`src/rtl/imem_loader_pkg.sv`:
```
// Shared definitions for the instruction-memory loader: FSM encoding and
// stream-format constants.
package imem_loader_pkg;

  typedef enum logic [2:0] {
    IDLE,
    LEN_LO,
    LEN_HI,
    DATA,
    CHECK,
    ERR
  } state_t;

  localparam int LEN_W      = 16;
  localparam int WORD_BYTES = 4;
  localparam int LANE_W     = $clog2(WORD_BYTES);

endpackage

```
`src/rtl/imem_loader_if.sv`:
```
// Loader bus: byte-stream input, word write port to instruction memory, status.
interface imem_loader_if;
  logic        start;
  logic        in_valid;
  logic [7:0]  in_data;
  logic        in_ready;
  logic        wr_en;
  logic [31:0] wr_addr;
  logic [31:0] wr_data;
  logic        busy;
  logic        done;
  logic        error;

  modport master (
    output start, in_valid, in_data,
    input  in_ready, wr_en, wr_addr, wr_data, busy, done, error
  );

  modport slave (
    input  start, in_valid, in_data,
    output in_ready, wr_en, wr_addr, wr_data, busy, done, error
  );
endinterface

```
`src/rtl/imem_loader_byte_packer.sv`:
```
// Little-endian byte-to-word assembler; word_full/word are combinational so the
// parent can register the write on the same edge that takes the last byte.
module byte_packer
  import imem_loader_pkg::*;
(
  input  logic        clk,
  input  logic        reset,
  input  logic        clr,
  input  logic        byte_valid,
  input  logic [7:0]  byte_data,
  output logic        word_full,
  output logic [31:0] word
);

  logic [LANE_W-1:0] lane;
  logic [23:0]       low;

  assign word_full = byte_valid && (lane == LANE_W'(WORD_BYTES - 1));
  assign word      = {byte_data, low};

  always_ff @(posedge clk) begin
    if (reset || clr) begin
      lane <= '0;
      low  <= '0;
    end else if (byte_valid) begin
      // The top lane is never stored; it goes straight into word.
      lane <= lane + LANE_W'(1);
      case (lane)
        2'd0:    low[7:0]   <= byte_data;
        2'd1:    low[15:8]  <= byte_data;
        2'd2:    low[23:16] <= byte_data;
        default: ;
      endcase
    end
  end

endmodule

```
`src/rtl/imem_loader.sv`:
```
// Boot loader: parses length / payload / checksum from a byte stream and writes
// 32-bit words into instruction memory while holding the core's PC in reset.
module imem_loader
  import imem_loader_pkg::*;
#(
  parameter logic [31:0] ADDR_BASE = 32'h0000_0000,
  parameter int          MAX_WORDS = 4
) (
  input  logic          clk,
  input  logic          reset,
  imem_loader_if.slave  bus
);

  state_t           state;
  logic             in_ready, busy, done, error;
  logic             wr_en;
  logic [31:0]      wr_addr, wr_data;
  logic [7:0]       len_lo;
  logic [LEN_W-1:0] word_cnt, word_idx;
  logic [7:0]       acc;

  logic             xfer, pk_valid, pk_clr, word_full;
  logic [31:0]      word;
  logic [LEN_W-1:0] len;

  assign xfer     = bus.in_valid && in_ready;
  assign pk_valid = xfer && (state == DATA);
  assign pk_clr   = bus.start && (state == IDLE || state == ERR);
  assign len      = {bus.in_data, len_lo};

  byte_packer u_packer (
    .clk        (clk),
    .reset      (reset),
    .clr        (pk_clr),
    .byte_valid (pk_valid),
    .byte_data  (bus.in_data),
    .word_full  (word_full),
    .word       (word)
  );

  always_ff @(posedge clk) begin
    if (reset) begin
      state    <= IDLE;
      in_ready <= 1'b0;
      busy     <= 1'b0;
      done     <= 1'b0;
      error    <= 1'b0;
      wr_en    <= 1'b0;
      wr_addr  <= '0;
      wr_data  <= '0;
      len_lo   <= '0;
      word_cnt <= '0;
      word_idx <= '0;
      acc      <= '0;
    end else begin
      wr_en <= 1'b0;
      done  <= 1'b0;
      unique case (state)
        IDLE, ERR: begin
          if (bus.start) begin
            state    <= LEN_LO;
            in_ready <= 1'b1;
            busy     <= 1'b1;
            error    <= 1'b0;
            word_idx <= '0;
            acc      <= '0;
          end
        end
        LEN_LO: begin
          if (xfer) begin
            len_lo <= bus.in_data;
            state  <= LEN_HI;
          end
        end
        LEN_HI: begin
          if (xfer) begin
            if (len == '0 || len > LEN_W'(MAX_WORDS)) begin
              state    <= ERR;
              in_ready <= 1'b0;
              busy     <= 1'b0;
              error    <= 1'b1;
            end else begin
              word_cnt <= len;
              state    <= DATA;
            end
          end
        end
        DATA: begin
          if (xfer) begin
            acc <= acc ^ bus.in_data;
            if (word_full) begin
              wr_en    <= 1'b1;
              wr_data  <= word;
              wr_addr  <= ADDR_BASE + {14'd0, word_idx, 2'b00};
              word_idx <= word_idx + 1'b1;
              // Checksum byte can only arrive next cycle, so done lags the last write.
              if (word_idx == word_cnt - 1'b1) state <= CHECK;
            end
          end
        end
        CHECK: begin
          if (xfer) begin
            in_ready <= 1'b0;
            busy     <= 1'b0;
            if (bus.in_data == acc) begin
              done  <= 1'b1;
              state <= IDLE;
            end else begin
              error <= 1'b1;
              state <= ERR;
            end
          end
        end
        default: begin
          state    <= IDLE;
          in_ready <= 1'b0;
          busy     <= 1'b0;
        end
      endcase
    end
  end

  assign bus.in_ready = in_ready;
  assign bus.wr_en    = wr_en;
  assign bus.wr_addr  = wr_addr;
  assign bus.wr_data  = wr_data;
  assign bus.busy     = busy;
  assign bus.done     = done;
  assign bus.error    = error;

endmodule

```
`src/flat_wrapper.sv`:
```
// flat-port wrapper written by rule: the top's interface ports become plain ports
module imem_loader_flat import imem_loader_pkg::*;
#(
  parameter logic [31:0] ADDR_BASE = 32'h0000_0000,
  parameter int          MAX_WORDS = 4
)
  (clk, reset, bus_start, bus_in_valid, bus_in_data, bus_in_ready, bus_wr_en, bus_wr_addr, bus_wr_data, bus_busy, bus_done, bus_error);
  imem_loader_if bus_i ();
  input  logic clk;
  input  logic reset;
  input wire logic [$bits(bus_i.start)-1:0] bus_start;
  input wire logic [$bits(bus_i.in_valid)-1:0] bus_in_valid;
  input wire logic [$bits(bus_i.in_data)-1:0] bus_in_data;
  output wire logic [$bits(bus_i.in_ready)-1:0] bus_in_ready;
  output wire logic [$bits(bus_i.wr_en)-1:0] bus_wr_en;
  output wire logic [$bits(bus_i.wr_addr)-1:0] bus_wr_addr;
  output wire logic [$bits(bus_i.wr_data)-1:0] bus_wr_data;
  output wire logic [$bits(bus_i.busy)-1:0] bus_busy;
  output wire logic [$bits(bus_i.done)-1:0] bus_done;
  output wire logic [$bits(bus_i.error)-1:0] bus_error;
  assign bus_i.start = bus_start;
  assign bus_i.in_valid = bus_in_valid;
  assign bus_i.in_data = bus_in_data;
  assign bus_in_ready = bus_i.in_ready;
  assign bus_wr_en = bus_i.wr_en;
  assign bus_wr_addr = bus_i.wr_addr;
  assign bus_wr_data = bus_i.wr_data;
  assign bus_busy = bus_i.busy;
  assign bus_done = bus_i.done;
  assign bus_error = bus_i.error;
  imem_loader #(.ADDR_BASE(ADDR_BASE), .MAX_WORDS(MAX_WORDS)) u_core (.clk(clk), .reset(reset), .bus(bus_i));
endmodule
```
`config.mk`:
```
export PLATFORM = sky130hd
export DESIGN_NAME = imem_loader_flat
export DESIGN_NICKNAME = d
export VERILOG_FILES = /design/src/rtl/imem_loader_pkg.sv /design/src/rtl/imem_loader_if.sv /design/src/rtl/imem_loader_byte_packer.sv /design/src/rtl/imem_loader.sv /design/src/flat_wrapper.sv
export SDC_FILE = /design/constraint.sdc
export NUM_CORES = 1
export LEC_CHECK = 0
export BUFFER_PORTS_ARGS = -buffer_cell sky130_fd_sc_hd__buf_4
export CORE_MARGIN = 4
export CORE_UTILIZATION = 25
export CTS_CLUSTER_DIAMETER = 100
export DETAILED_ROUTE_END_ITERATION = 8
export PLACE_DENSITY = 0.43
export SETUP_SLACK_MARGIN = 0.15
export SLEW_MARGIN = 10
export SYNTH_ARGS = -nofsm -noshare
export SYNTH_HDL_FRONTEND = slang
export SYNTH_SLANG_ARGS = --single-unit
```
`constraint.sdc`:
```
create_clock -name clk -period 5.1 [get_ports clk]
set_clock_uncertainty 0.05 [all_clocks]
set_input_delay 0.255 -clock clk [delete_from_list [all_inputs] [get_ports clk]]
set_output_delay 0.255 -clock clk [all_outputs]
set_load 0.01 [all_outputs]
```
==> impl_results.md <==
* Outcome: completed
* CTS Buffer Depth at 2
* Drt pass-1 iters at 5
* Post-synth EDFFs at 0
* # hold bufs at CTS at 0
* Critical setup path kind: flip-flop to flip-flop
* Yosys reg bits at approximately 130
* Number of nets with antenna violations after routing at 0
* Overall Global Routing Usage at 0.125
* Netlist Area Pre-Place at 5670 µm²
* GPL Wtd Cong at 0.742
* DIE HEIGHT at 159 µm
* PortBufs at 64
* CP arrival at 2.94 ns
* Dpl ws at 2.39 ns
* Critical-path cell list: nor4_2, nand3_1, or4_2, o21ai_0, nand4b_2, a21oi_1, a311oi_1
* Number of global-route vias before repair at 4,480
* Setup TNS at 0 ns
* Ant. Diodes at 0
* Final Setup Violations at 0
* Prevailing post-synth register cell: dfxtp_1
* CTS tree: yes
* DR vias/cell at 4.54
* Final #Nets at between 700 and 800
* Final wirelength at 15.2 mm
* Unrepaired setup endpoints after global routing: no
* Reg area at 2580 µm²
* Worst-Skew Late Latency at approximately 0.42 ns
* Post-synthesis async set-or-reset flop share at 0
* Starting DRT DRC Count at 267
* Grt total ovfl at 0
* Setup ws final at 2.37 ns
* Period utilisation layout at 0.535
* Pwr/cell area at 379 nW/µm²
* Root buf cell: clkbuf_16
* Max incr delay on CP at just under 0.6 ns
* Initial antenna violation count at 0
* Clk slew on worst S/H paths at 0.06 ns
* Die Area at ~25,000 µm²
* Die width at 159 µm
* MaxCap Viol Count at 0
* CTS Buf Count at 17
* Sequential element share of the synthesized area at 0.456
* First-pass GRT wire length at 24.5 mm
* Critical path fanouts, max at 7
* Slowest-stage cell, CP: nor4_2
* Gate count of the mapped netlist at 695
* Startpoint Class: flip-flop
* Fin crit period at about 2.7 ns
* P_leak at 2.51 nW
* Routed vias at 4,637
* Post-cts resize count at 0
* Area grow syn2layout at 21.8%
* Num ports at 81
* WP data required at about 5.3 ns
* WL per Instance at 14.9 µm
* Detailed Place HPWL at approximately 10 mm
* Area of the multi-input gates at 2800 µm²
* CTS sink count at approximately 130
* Peak Freq at 367 MHz
* DRC viols at 0
* Share of cells above drive strength 1 at 0.158
* Yosys warnings at 0
* Setup bufs post-CTS at 0
* Synth unique cells at 58
* Hold/Removal Path Class: input port to flip-flop
* Fin. max-slew vios at 0
* # fillers at 2,369
* Htree depth at 4
* # rows at 54
* Setup crit end kind: flip-flop
* Mapped Avg Cell Area at 8.16 µm²
* Final Hold Fails at 0
* Placeable Area at 22,100 µm²
* Largest net degree at the start of global routing at approximately 80
* Starting Density at 0.257
* Slew @ Worst Pin at ~0.88 ns
* VDD IR-drop max at approximately 0.20 mV
* Worst rel slew slack at 0.411
==> metal layers <==
metal,part of all wire,track usage
met5,0,0
met4,0.012,0.0443
met3,0.034,0.0269
met2,0.45,0.190
met1,0.51,0.174
==> where the power goes <==
part           internal (mW)  total, mW  switching [mW]
clock                  0.826       1.32           0.489
sequential              1.03       1.07          0.0414
combinational         0.0754      0.236           0.161
==> critical path: cells and delay by family, from the launching register on <==
family / cells / cell delay, ns
AO/OA/AOI/OAI: 3 / 0.54
flip-flops: 1 / 0.39
AND/OR/NAND/NOR: 4 / 1.58
==> cell usage in the layout, fill, tap and decap left out, drive strengths merged, types with 2 or more instances in the layout <==
cell type	instances
nand2	139
dfxtp	129
a21oi	94
buf	68
nor2	47
nand3	32
xor2	21
xnor2	21
o21ai	21
clkbuf	18
conb	16
and2	14
inv	13
mux2i	11
nor4	10
nor3	9
or3	9
nand3b	8
ha	6
clkinv	5
bufinv	4
nand4	4
or4	4
or2	3
nor2b	3
o31ai	3
and3	3
a2111oi	3
o21ba	2
a311oi	2
o21a	2
nand4b	2
==> state kept, by name (all words and copies together), names as in the netlist <==
signal                count
u_core.bus.wr_data       32
u_core.u_packer.low      24
u_core.bus.wr_addr       16
u_core.word_cnt          16
u_core.word_idx          16
u_core.acc                8
u_core.len_lo             8
u_core.state              3
u_core.u_packer.lane      2
u_core.bus.done           1
u_core.bus.error          1
u_core.bus.in_ready       1
u_core.bus.wr_en          1
==> Yosys cell counts (all sizes together) (3+ instances only) <==
cell / n / area (µm²)
a2111oi: 3 / 45.1
o31ai: 3 / 22.5
nor4: 10 / 90.1
xor2: 21 / 184
nor2b: 3 / 18.8
nand4: 4 / 31.3
dfxtp: 129 / 2580
o21ai: 21 / 105
and3: 3 / 18.8
nand3b: 8 / 60.1
or4: 4 / 35.0
inv: 9 / 33.8
clkbuf: 48 / 180
nand2: 139 / 522
and2: 14 / 88.8
nor2: 47 / 176
buf: 20 / 146
a21oi: 94 / 470
or2: 3 / 18.8
xnor2: 21 / 184
mux2i: 11 / 110
nor3: 9 / 45.0
nand3: 32 / 160
ha: 6 / 75.1
or3: 9 / 61.3
==> layout make-up <==
| cell class | instances | area share |
|---|---|---|
| clock buffer | 18 | 0.0621 |
| clock inverter | 14 | 0.0293 |
| inverter | 9 | 0.00489 |
| multi-input combinational | 504 | 0.405 |
| sequential | 129 | 0.374 |
| tap | 280 | 0.0507 |
| timing repair buffer | 68 | 0.0739 |
==> per-stage QoR <==
stage	instance area (µm²)	hold slack, ns	total power [mW]	utilization	std cells
final	6910	0.112	2.62	0.313	1022
after global routing	6910	0.119	2.73	0.313	1022
after CTS	6910	0.0986	2.66	0.313	1022
after detailed placement	6280	0.397	1.33	0.284	990
after global placement	6280	0.395	1.33	0.284	990
after floorplan	5730	0.376	1.26	-	710
==> path summary, 6_finish.rpt <==
kind / slack (ns) / depth (start not counted) / endpoint / from
max: 2.37 / 7 / u_core.state[2]$_SDFFE_PP0P_ / u_core.word_cnt[2]$_SDFFE_PP0P_
min: 0.11 / 3 / u_core.bus.wr_data[31]$_SDFFE_PP0P_ / bus_in_data[7]
max reg2reg: 2.37 / 7 / u_core.state[2]$_SDFFE_PP0P_ / u_core.word_cnt[2]$_SDFFE_PP0P_
min reg2reg: 0.40 / 2 / u_core.bus.wr_data[14]$_SDFFE_PP0P_ / u_core.u_packer.low[14]$_SDFFE_PP0P_
==> logic make-up (layout without fill, tap and decap cells) <==
| kind of cell | after synthesis | count (layout) | synth area share |
|---|---|---|---|
| DFF | 129 | 129 | 0.456 |
| AOI/OAI and AO/OA | 138 | 138 | 0.138 |
| muxes | 11 | 11 | 0.0194 |
| other | 1 | 16 | 0.000661 |
| xor gates and xnor gates | 42 | 42 | 0.0649 |
| adders and majority gates | 6 | 6 | 0.0132 |
| and+or+nand+nor | 291 | 291 | 0.244 |
| buffers and inverters | 77 | 109 | 0.0636 |
(Power assumes the default switching activity.)
